[src/rtl/dmem_port_arbiter_pkg.sv]
// Shared types and constants for the data-memory port arbiter.
package dmem_port_arbiter_pkg;

  localparam int unsigned DataW = 32;
  localparam int unsigned BeW   = 4;

  localparam logic [BeW-1:0] BeNone = 4'b0000;
  localparam logic [BeW-1:0] BeWord = 4'b1111;

  typedef enum logic [1:0] {
    StIdle  = 2'd0,
    StIssue = 2'd1,
    StResp  = 2'd2
  } arb_state_e;

endpackage

[src/rtl/arb_starve_ctr.sv]
// Counts consecutive port-0 grants taken while port 1 was waiting; saturates at the
// limit, at which point port 1 is forced through on the next contested arbitration.
module arb_starve_ctr #(
  parameter int unsigned STARVE_LIMIT = 4,
  parameter int unsigned CNT_W        = 3
) (
  input  logic clk,
  input  logic rst,
  input  logic p0_win,
  input  logic p1_win,
  input  logic p1_wait,
  output logic force_p1
);

  localparam logic [CNT_W-1:0] Limit = CNT_W'(STARVE_LIMIT);

  logic [CNT_W-1:0] cnt_q, cnt_d;

  always_comb begin
    cnt_d = cnt_q;
    if (p1_win) begin
      cnt_d = '0;
    end else if (p0_win) begin
      if (!p1_wait) begin
        cnt_d = '0;
      end else if (cnt_q != Limit) begin
        cnt_d = cnt_q + CNT_W'(1);
      end
    end
  end

  always_ff @(posedge clk) begin
    if (rst) begin
      cnt_q <= '0;
    end else begin
      cnt_q <= cnt_d;
    end
  end

  assign force_p1 = (cnt_q == Limit);

endmodule

[src/rtl/dmem_port_arbiter.sv]
// Shares one synchronous data memory between the MEM stage (port 0, priority) and a
// debug/DMA loader (port 1). Each access is latched, issued for one cycle, then answered.
module dmem_port_arbiter
  import dmem_port_arbiter_pkg::*;
#(
  parameter int unsigned ADDR_W       = 32,
  parameter int unsigned STARVE_LIMIT = 4,
  parameter int unsigned CNT_W        = 3
) (
  input  logic              clk,
  input  logic              rst,
  input  logic              p0_req,
  input  logic [BeW-1:0]    p0_be,
  input  logic [ADDR_W-1:0] p0_addr,
  input  logic [DataW-1:0]  p0_wdata,
  output logic              p0_done,
  output logic [DataW-1:0]  p0_rdata,
  input  logic              p1_req,
  input  logic [BeW-1:0]    p1_be,
  input  logic [ADDR_W-1:0] p1_addr,
  input  logic [DataW-1:0]  p1_wdata,
  output logic              p1_done,
  output logic [DataW-1:0]  p1_rdata,
  output logic              p0_stall,
  output logic [BeW-1:0]    mem_byte_wr,
  output logic [ADDR_W-1:0] mem_addr,
  output logic [DataW-1:0]  mem_wdata,
  input  logic [DataW-1:0]  mem_rdata,
  output logic              busy,
  output logic              owner
);

  arb_state_e        state_q, state_d;
  logic              owner_q, owner_d;
  logic [BeW-1:0]    be_q, be_d;
  logic [ADDR_W-1:0] addr_q, addr_d;
  logic [DataW-1:0]  wdata_q, wdata_d;

  logic in_issue, in_resp, arb_en;
  logic cand0, cand1, grant0, grant1, force_p1;

  assign in_issue = (state_q == StIssue);
  assign in_resp  = (state_q == StResp);
  assign arb_en   = (state_q == StIdle) | in_resp;

  // The owner still holds its request while its done pulses; it must not be re-granted.
  assign cand0  = p0_req & ~(in_resp & ~owner_q);
  assign cand1  = p1_req & ~(in_resp & owner_q);
  assign grant1 = arb_en & cand1 & (~cand0 | force_p1);
  assign grant0 = arb_en & cand0 & ~grant1;

  arb_starve_ctr #(
    .STARVE_LIMIT (STARVE_LIMIT),
    .CNT_W        (CNT_W)
  ) u_starve_ctr (
    .clk      (clk),
    .rst      (rst),
    .p0_win   (grant0),
    .p1_win   (grant1),
    .p1_wait  (cand1),
    .force_p1 (force_p1)
  );

  always_comb begin
    state_d = state_q;
    owner_d = owner_q;
    be_d    = be_q;
    addr_d  = addr_q;
    wdata_d = wdata_q;

    unique case (state_q)
      StIdle, StResp: state_d = (grant0 | grant1) ? StIssue : StIdle;
      StIssue:        state_d = StResp;
      default:        state_d = StIdle;
    endcase

    if (grant0) begin
      owner_d = 1'b0;
      be_d    = p0_be;
      addr_d  = p0_addr;
      wdata_d = p0_wdata;
    end else if (grant1) begin
      owner_d = 1'b1;
      be_d    = p1_be;
      addr_d  = p1_addr;
      wdata_d = p1_wdata;
    end
  end

  always_ff @(posedge clk) begin
    if (rst) begin
      state_q <= StIdle;
      owner_q <= 1'b0;
      be_q    <= BeNone;
      addr_q  <= '0;
      wdata_q <= '0;
    end else begin
      state_q <= state_d;
      owner_q <= owner_d;
      be_q    <= be_d;
      addr_q  <= addr_d;
      wdata_q <= wdata_d;
    end
  end

  // Reset must block the write even in the cycle it arrives, not just from the next edge.
  assign mem_byte_wr = in_issue ? (be_q & (rst ? BeNone : BeWord)) : BeNone;
  assign mem_addr    = addr_q;
  assign mem_wdata   = wdata_q;

  assign p0_done  = in_resp & ~owner_q & ~rst;
  assign p1_done  = in_resp & owner_q & ~rst;
  assign p0_rdata = p0_done ? mem_rdata : '0;
  assign p1_rdata = p1_done ? mem_rdata : '0;
  assign p0_stall = p0_req & ~p0_done;
  assign busy     = (state_q != StIdle);
  assign owner    = owner_q;

endmodule

[config.mk]
export PLATFORM = sky130hd
export DESIGN_NAME = dmem_port_arbiter
export DESIGN_NICKNAME = d
export VERILOG_FILES = /design/src/rtl/dmem_port_arbiter_pkg.sv /design/src/rtl/arb_starve_ctr.sv /design/src/rtl/dmem_port_arbiter.sv
export SDC_FILE = /design/constraint.sdc
export NUM_CORES = 1
export LEC_CHECK = 0
export ABC_AREA = 0
export ABC_CLOCK_PERIOD_IN_PS = 1600
export CORE_AREA = 2 2 122 124
export CTS_CLUSTER_SIZE = 10
export DETAILED_ROUTE_END_ITERATION = 7
export DIE_AREA = 0 0 124 126
export GPL_TIMING_DRIVEN = 0
export PLACE_DENSITY = 0.66
export SETUP_SLACK_MARGIN = 0.15
export SKIP_CTS_REPAIR_TIMING = 1
export SYNTH_ARGS = -nofsm -noshare
export SYNTH_HDL_FRONTEND = slang
export SYNTH_SLANG_ARGS = --single-unit
[constraint.sdc]
create_clock -name clk -period 1.6 [get_ports clk]
set_input_delay 0.16 -clock clk [delete_from_list [all_inputs] [get_ports clk]]
set_output_delay 0.16 -clock clk [all_outputs]
set_load 0.005 [all_outputs]
# Word-level counts from Yosys, hierarchy flattened
# Cells that the tools add are included.
# word_totals
regBits	74
in_bits	172
out_inout_bits	137
word_cells	55
# op_classes
add_sub_neg	1
n_eq_ne	5
n_mux	14
bitwise_logic	22
n_reduce_logical	7
# op_table
cell	count
$mux W32	6
$mux W4	4
$and A1 B1 Y1	11
$not A1 Y1	7
$mux W3	2
$reduce_or A2 Y1	3
$and A4 B4 Y4	1
$pmux W2 S2	1
$reduce_bool A2 Y1	2
$add A3 B1 Y3 const B	1
$eq A3 B3 Y1 const B	1
$ne A3 B3 Y1 const B	1
$or A1 B1 Y1	3
$eq A2 B1 Y1 const B	1
$eq A2 B2 Y1 const B	1
$logic_not A2 Y1	1
$ne A2 B1 Y1 const B	1
$reduce_and A2 Y1	1
$mux W1	1

# Longest topological paths before layout
# Gate-level depths: netlist of run 1.
# depth
word_depth	12
mapped_depth	8
mapped_depth_nobuf	6

# Hierarchy
# Synthesis of run 1 repeated with hierarchy kept, for this count alone.
# unflattened
hier_cells	495
area_unflattened_um2	4041.4
# by_module_without_submodules
module	n_inst	cells_each	area_each_um2	seq_area_each_um2
dmem_port_arbiter	1	474	3867.5	1421.4
arb_starve_ctr	1	21	173.9	60.1

# Worst setup path before layout of run 1
# Ideal clock, no wire load.
# synth_path
path_type	register -> register
from	register owner_q (netlist: owner)
to	register wdata_q[10] (netlist: mem_wdata[10])
setup_ps	68
t_arrival_ps	1521
t_required_ps	1532
path_slack_ps	11
stages_incl_launch_ff	8
path_buffers	3
period_less_slack_ps	1589
path_cell_list	dfxtp_1 -> nand2b_1 -> nor2_1 -> or4_1 -> buf_2 -> buf_6 -> buf_6 -> o2bb2ai_2
# synth_via
elab_chain_len	10
word_cells_on_any_way	16
classes_between	mux: 1; bitwise: 14; reduce/logical: 1
# synth_lines
item	line	text
from (decl)	dmem_port_arbiter.sv:34	logic owner_q, owner_d;
from (signal assigned)	dmem_port_arbiter.sv:99	owner_q <= owner_d;
$not A1 Y1	dmem_port_arbiter.sv:47	assign cand0 = p0_req & ~(in_resp & ~owner_q);
$and A1 B1 Y1	dmem_port_arbiter.sv:47	
$not A1 Y1	dmem_port_arbiter.sv:47	
$and A1 B1 Y1	dmem_port_arbiter.sv:47	
$not A1 Y1	dmem_port_arbiter.sv:49	assign grant1 = arb_en & cand1 & (~cand0 | force_p1);
$or A1 B1 Y1	dmem_port_arbiter.sv:49	
$and A1 B1 Y1	dmem_port_arbiter.sv:49	
$not A1 Y1	dmem_port_arbiter.sv:50	assign grant0 = arb_en & cand0 & ~grant1;
$and A1 B1 Y1	dmem_port_arbiter.sv:50	
$mux W32 / $reduce_bool A2 Y1 (equally long branches)	--	
to (signal assigned)	dmem_port_arbiter.sv:102	wdata_q <= wdata_d;
to (decl)	dmem_port_arbiter.sv:37	logic [DataW-1:0] wdata_q, wdata_d;
# Parallel ways exist; a longest one is shown, timed or not.
# A chain may end at the register's enable or synchronous reset.

# Worst setup path after layout of run 1
# layout_path
from	register owner_q (netlist: owner)
to	output p0_rdata[5]
# layout_via
elab_chain_len	4
# layout_lines
item	line	text
$not A1 Y1	dmem_port_arbiter.sv:111	assign p0_done = in_resp & ~owner_q & ~rst;
$and A1 B1 Y1 (2 in a row)	dmem_port_arbiter.sv:111	
$mux W32	dmem_port_arbiter.sv:113	assign p0_rdata = p0_done ? mem_rdata : '0;
to (decl)	dmem_port_arbiter.sv:17	output logic [DataW-1:0] p0_rdata,
# Every way passes these cells.

==> results of run 1 <==
==> flip-flops by register name, indices dropped and copies added (netlist names) <==
signal and flops:
be_q 4, mem_addr 32, mem_wdata 32, owner 1, state_q 2, u_starve_ctr.cnt_q 3
==> cell usage in the layout, fill, tap and decap left out, types with 13 or more instances in the layout <==
master           instances
and2_1                  15
mux2i_1                 46
and2_4                  53
buf_6                   81
dfxtp_1                 69
o2bb2ai_2               48
clkdlybuf4s50_1        235
buf_2                   14
mux2i_2                 15
buf_12                  13
buf_4                   25
==> cell families (layout without fill, tap and decap cells) <==
kind of cell | Yosys count | count (layout) | synth area share (%)
simple gates | 85 | 85 | 14.42
compound gates | 74 | 74 | 19.57
flops | 74 | 74 | 41.23
mux | 69 | 69 | 19.22
buf+inv | 34 | 402 | 4.387
fa+ha+maj | 2 | 2 | 0.6963
xor+xnor | 2 | 2 | 0.4876
==> final cells by class <==
class	count	area (sq um)	area share, %
Clock inverter	4	73.82	0.8409
Inverter	5	21.27	0.2423
Buffer	28	424.2	4.832
Clock buffer	12	256.5	2.922
Timing Repair Buffer	353	3523	40.14
Tap cell	184	230.2	2.623
Multi-Input combinational cell	232	2754	31.37
Sequential cell	74	1495	17.03
==> metal layers <==
metal | vias to the layer above | part of all wire, % | GRT usage [%]
li1 | 1972 | - | -
met1 | 1914 | 35 | 18.51
met2 | 194 | 54 | 35.07
met3 | 24 | 7.9 | 4.755
met4 | 0 | 2.5 | 8.130
met5 | - | 0 | 0
==> power breakdown <==
group / total [W] / switching (W) / internal [W]
Combinational: 0.00199 / 0.000718 / 0.00127
Sequential: 0.00218 / 0.000150 / 0.00203
Clock: 0.00224 / 0.000784 / 0.00145
==> cells in the mapped netlist, types with 4 or more instances <==
master	n	share of area (%)
dfxtp_1	74	41
mux2i_1	69	19
and2_1	68	12
o2bb2ai_1	59	14
clkbuf_1	15	1.6
buf_2	12	1.7
o2bb2ai_2	9	3.8
inv_1	5	0.52
nor2_1	4	0.42
==> path summary, 6_finish.rpt <==
kind / startpoint / end / slack [ns]
setup / recovery: owner / p0_rdata[5] / -0.27
hold / removal: rst / owner / 0.40
setup reg to reg: owner / mem_wdata[12] / -0.19
hold reg to reg: mem_wdata[25] / mem_wdata[25] / 0.46
==> stage by stage <==
step / power, W / hold WS (ns)
2_1_floorplan: 0.002673 / 0.2569
3_3_place_gp: 0.003622 / 0.4370
3_5_place_dp: 0.003647 / 0.4457
4_1_cts: 0.005888 / 0.4427
5_1_grt: 0.006654 / 0.4178
6_report: 0.006398 / 0.3975
==> critical path, stage by stage, from the launching register on <==
cell and delay (ns):
dfxtp_4 0.36, nand2b_4 0.16, nor3_4 0.19, buf_6 0.16, buf_6 0.11, buf_6 0.10, and2_1 0.14, buf_2 0.15
==> impl_metrics.toml, run 1 <==
[place]
dpl.hpwl_um = 11920
portBuffers = 308
finalWeightedCongestion = 0.8138
pre_cts_ws_ns = -0.9753
dp_cells = 832
place_area_sq_mm = 0.006953

[power_and_ir_drop]
peakVddDrop_uv = 431.5
cellPowerDensity_mw_per_mm2 = 728.8
p_leak_nw = 3.723

[timing]
fin_crit_sh_pct = 117.1
fmax_mhz = 533.6
setup_ws_ns = -0.2741
relSlewSlack_pct = 72.01
slew_violations = 0
period_needed_ns = 1.874
clock_skew_ns = 0.005157
tightest_slew_ns = 0.4192
finalHoldViolations = 0
setup_viol = 136
rsz0062_at_grt = "yes"
finalSetupTns_ns = -19.63

[synth]
synth.net_count = 514
syn_area_sq_mm = 0.003593
synthDistinctLibCells = 28
ys_seq_elements = 74
ys_seq_area_share_pct = 41.23
ys.flop_type = "dfxtp_1"
synth-edff-count = 0
synth.avg_cell_area_sq_um = 10.57
netlist_instances = 340
yosysWarnings = 0
async_reset_ff_share_pct = 0

[cells_and_area]
finalInstanceArea_sq_mm = 0.008778
area_growth_syn_to_layout_pct = 144.3
final_util_pct = 61.33
drive_gt1_share_pct = 44.35
nNetsFinal = 877
diodes = 0
fillers = 1183
final_cells = 892

[route]
route.vias.total = 4104
routed_wl_um = 16650
wl_per_cell_um = 18.66
vias_per_cell = 4.601
dr.pass1.iters = 4
ant_nets = 0
route.detailed.drc = 0
drt_iter0_markers = 66

[run_status]
violations = "setup timing"
status = "complete, but fails checks"

[setup_path]
end_kind = "output port"
arrival_ns = 1.71
crit_fanout = 6
worstPathRequired_ns = 1.44
critPathLaunchType = "flip-flop"
r2r.worst_path.cells = 8
criticalPathCategory = "flip-flop to output port"

[floorplanning]
die_w_um = 124
die_h_um = 126
start_util_pct = 25.10
dieArea_sq_mm = 0.01562
coreArea_sq_mm = 0.01431
rows = 44
io_pins = 309

[job]
cap_violations = 0

[min_path]
hold_depth = 3
hp-class = "primary input to flip-flop"

[grt]
grt_usage_pct = 18.47
grt_pass1_vias = 4069
overflow = 0
grt_first_pass_wirelength_um = 21850
grt_max_degree = 13
antenna_found_initial = 0

[clock_tree]
cts-root-buf = "clkbuf_16"
max-clock-path-buffers = 2
htree_levels = 3
cts_sinks = 74
cts_inserted_buffers = 9
clk_pin_slew_ns = 0.05
cts_tree = "built"
clk_latency_ns = 0.34
Power figures use the tool's default switching activity.
==> run 2, diff against run 1 <==
- CAP_MARGIN: not set -> 25
- REMOVE_ABC_BUFFERS: not set -> 1
==> run 2 against run 1 <==
Compared with the run above:
- the run still ends with setup timing left
- critical path depth unchanged
- wire length down 6.4%
- global-route usage down 1.8 points
- via count down 3.0%
- core utilization down 6.9 points
- die area unchanged
- critical endpoint is now p1_rdata[24]
- sequential share of layout area up 2.2 points
- clock skew up 0.0050 ns
- largest power group is now sequential cells
- total power down 10%
- first-iteration DRC count up 67%
==> impl_metrics.toml, run 2 (synthesis gave the netlist of run 1 again) <==
[run_status]
status = "complete, but fails checks"
violations = "setup timing"

[grt]
grt_pass1_vias = 4022
grt_max_degree = 70
overflow = 0
grt_usage_pct = 16.72
antenna_found_initial = 0
grt_first_pass_wirelength_um = 20210

[floorplanning]
die_w_um = 124
io_pins = 309
start_util_pct = 25.10
rows = 44
dieArea_sq_mm = 0.01562
coreArea_sq_mm = 0.01431
die_h_um = 126

[clock_tree]
cts_inserted_buffers = 9
cts_sinks = 74
clk_pin_slew_ns = 0.05
max-clock-path-buffers = 2
cts_tree = "built"
cts-root-buf = "clkbuf_16"
htree_levels = 3
clk_latency_ns = 0.33

[route]
drt_iter0_markers = 110
wl_per_cell_um = 18.19
ant_nets = 0
vias_per_cell = 4.646
dr.pass1.iters = 4
route.detailed.drc = 0
routed_wl_um = 15590
route.vias.total = 3982

[cells_and_area]
final_common_cell = "clkdlybuf4s50_1"
diodes = 0
final_cell_mix = "clkdlybuf4s50_1, buf_6, mux2i_1, dfxtp_1, o2bb2ai_1"
drive_gt1_share_pct = 31.20
nNetsFinal = 842
area_growth_syn_to_layout_pct = 116.8

[setup_path]
critPathLaunchType = "flip-flop"
crit_fanout = 7
r2r_setup_slack_ns = -0.21
arrival_ns = 1.74
end_kind = "output port"
criticalPathCategory = "flip-flop to output port"
worstPathRequired_ns = 1.44

[place]
portBuffers = 308
dpl.hpwl_um = 10410
finalWeightedCongestion = 0.7728

[timing]
setup_ws_ns = -0.3039
finalHoldViolations = 0
finalSetupTns_ns = -22.71
setup_viol = 137
fmax_mhz = 525.2
rsz0062_at_grt = "yes"
period_needed_ns = 1.904
fin_crit_sh_pct = 119.0
relSlewSlack_pct = 43.45
slew_violations = 0
tightest_slew_ns = 0.8483
clock_skew_ns = 0.01012

[min_path]
hp-class = "primary input to flip-flop"

[power_and_ir_drop]
p_leak_nw = 3.409
peakVddDrop_uv = 476.0
p_total_w = 0.005728
cellPowerDensity_mw_per_mm2 = 735.2

[job]
cap_violations = 0
run 2: worst max-delay path, stage by stage (launching register included):
cell and delay (ns):
dfxtp_4 0.40, nand2_4 0.08, nor3_4 0.33, buf_4 0.18, buf_6 0.09, buf_6 0.11, and2_4 0.14, buf_6 0.10
run 2: worst paths after layout:
check                                    from             to  depth (start not counted)
worst max register to register     state_q[1]  mem_wdata[26]                          4
worst min-delay path                      rst     state_q[1]                          2
worst min register to register  mem_wdata[31]  mem_wdata[31]                          1
worst max-delay path               state_q[1]   p1_rdata[24]                          7
run 2: per-stage QoR:
stage | worst slack (ns) | cells | hold slack (ns) | util [%] | instance area, sq um
2_1_floorplan | -2.385 | 311 | 0.2669 | - | 3455
3_3_place_gp | -3.843 | 803 | 0.4368 | 47.28 | 6768
3_5_place_dp | -1.094 | 807 | 0.4455 | 47.96 | 6865
4_1_cts | -1.177 | 823 | 0.4415 | 50.02 | 7159
5_1_grt | -0.3942 | 857 | 0.3554 | 54.43 | 7791
6_report | -0.3039 | 857 | 0.3544 | 54.43 | 7791
run 2: final cells by class:
type / instances / area, sq um
clock buffers: 10 / 229.0
clock inverters: 6 / 65.06
fillers: 1263 / 6523
inverters: 5 / 21.27
multi-input cells: 233 / 2233
flip-flops and latches: 74 / 1495
well taps: 184 / 230.2
repair buffers: 345 / 3517
run 2: layer usage:
metal / global-route usage [%] / wire length, um
met1: 16.41 / 5579
met2: 31.22 / 8254
met3: 6.748 / 1505
met4: 5.684 / 247
met5: 0 / 0
run 2: where the power goes:
part | switching [W] | internal [W] | leakage, nW | total [W]
registers | 0.000114 | 0.00203 | 0.614 | 0.00214
logic | 0.000561 | 0.00101 | 2.65 | 0.00157
clock network | 0.000803 | 0.00121 | 0.143 | 0.00201
total | 0.00148 | 0.00425 | 3.41 | 0.00573
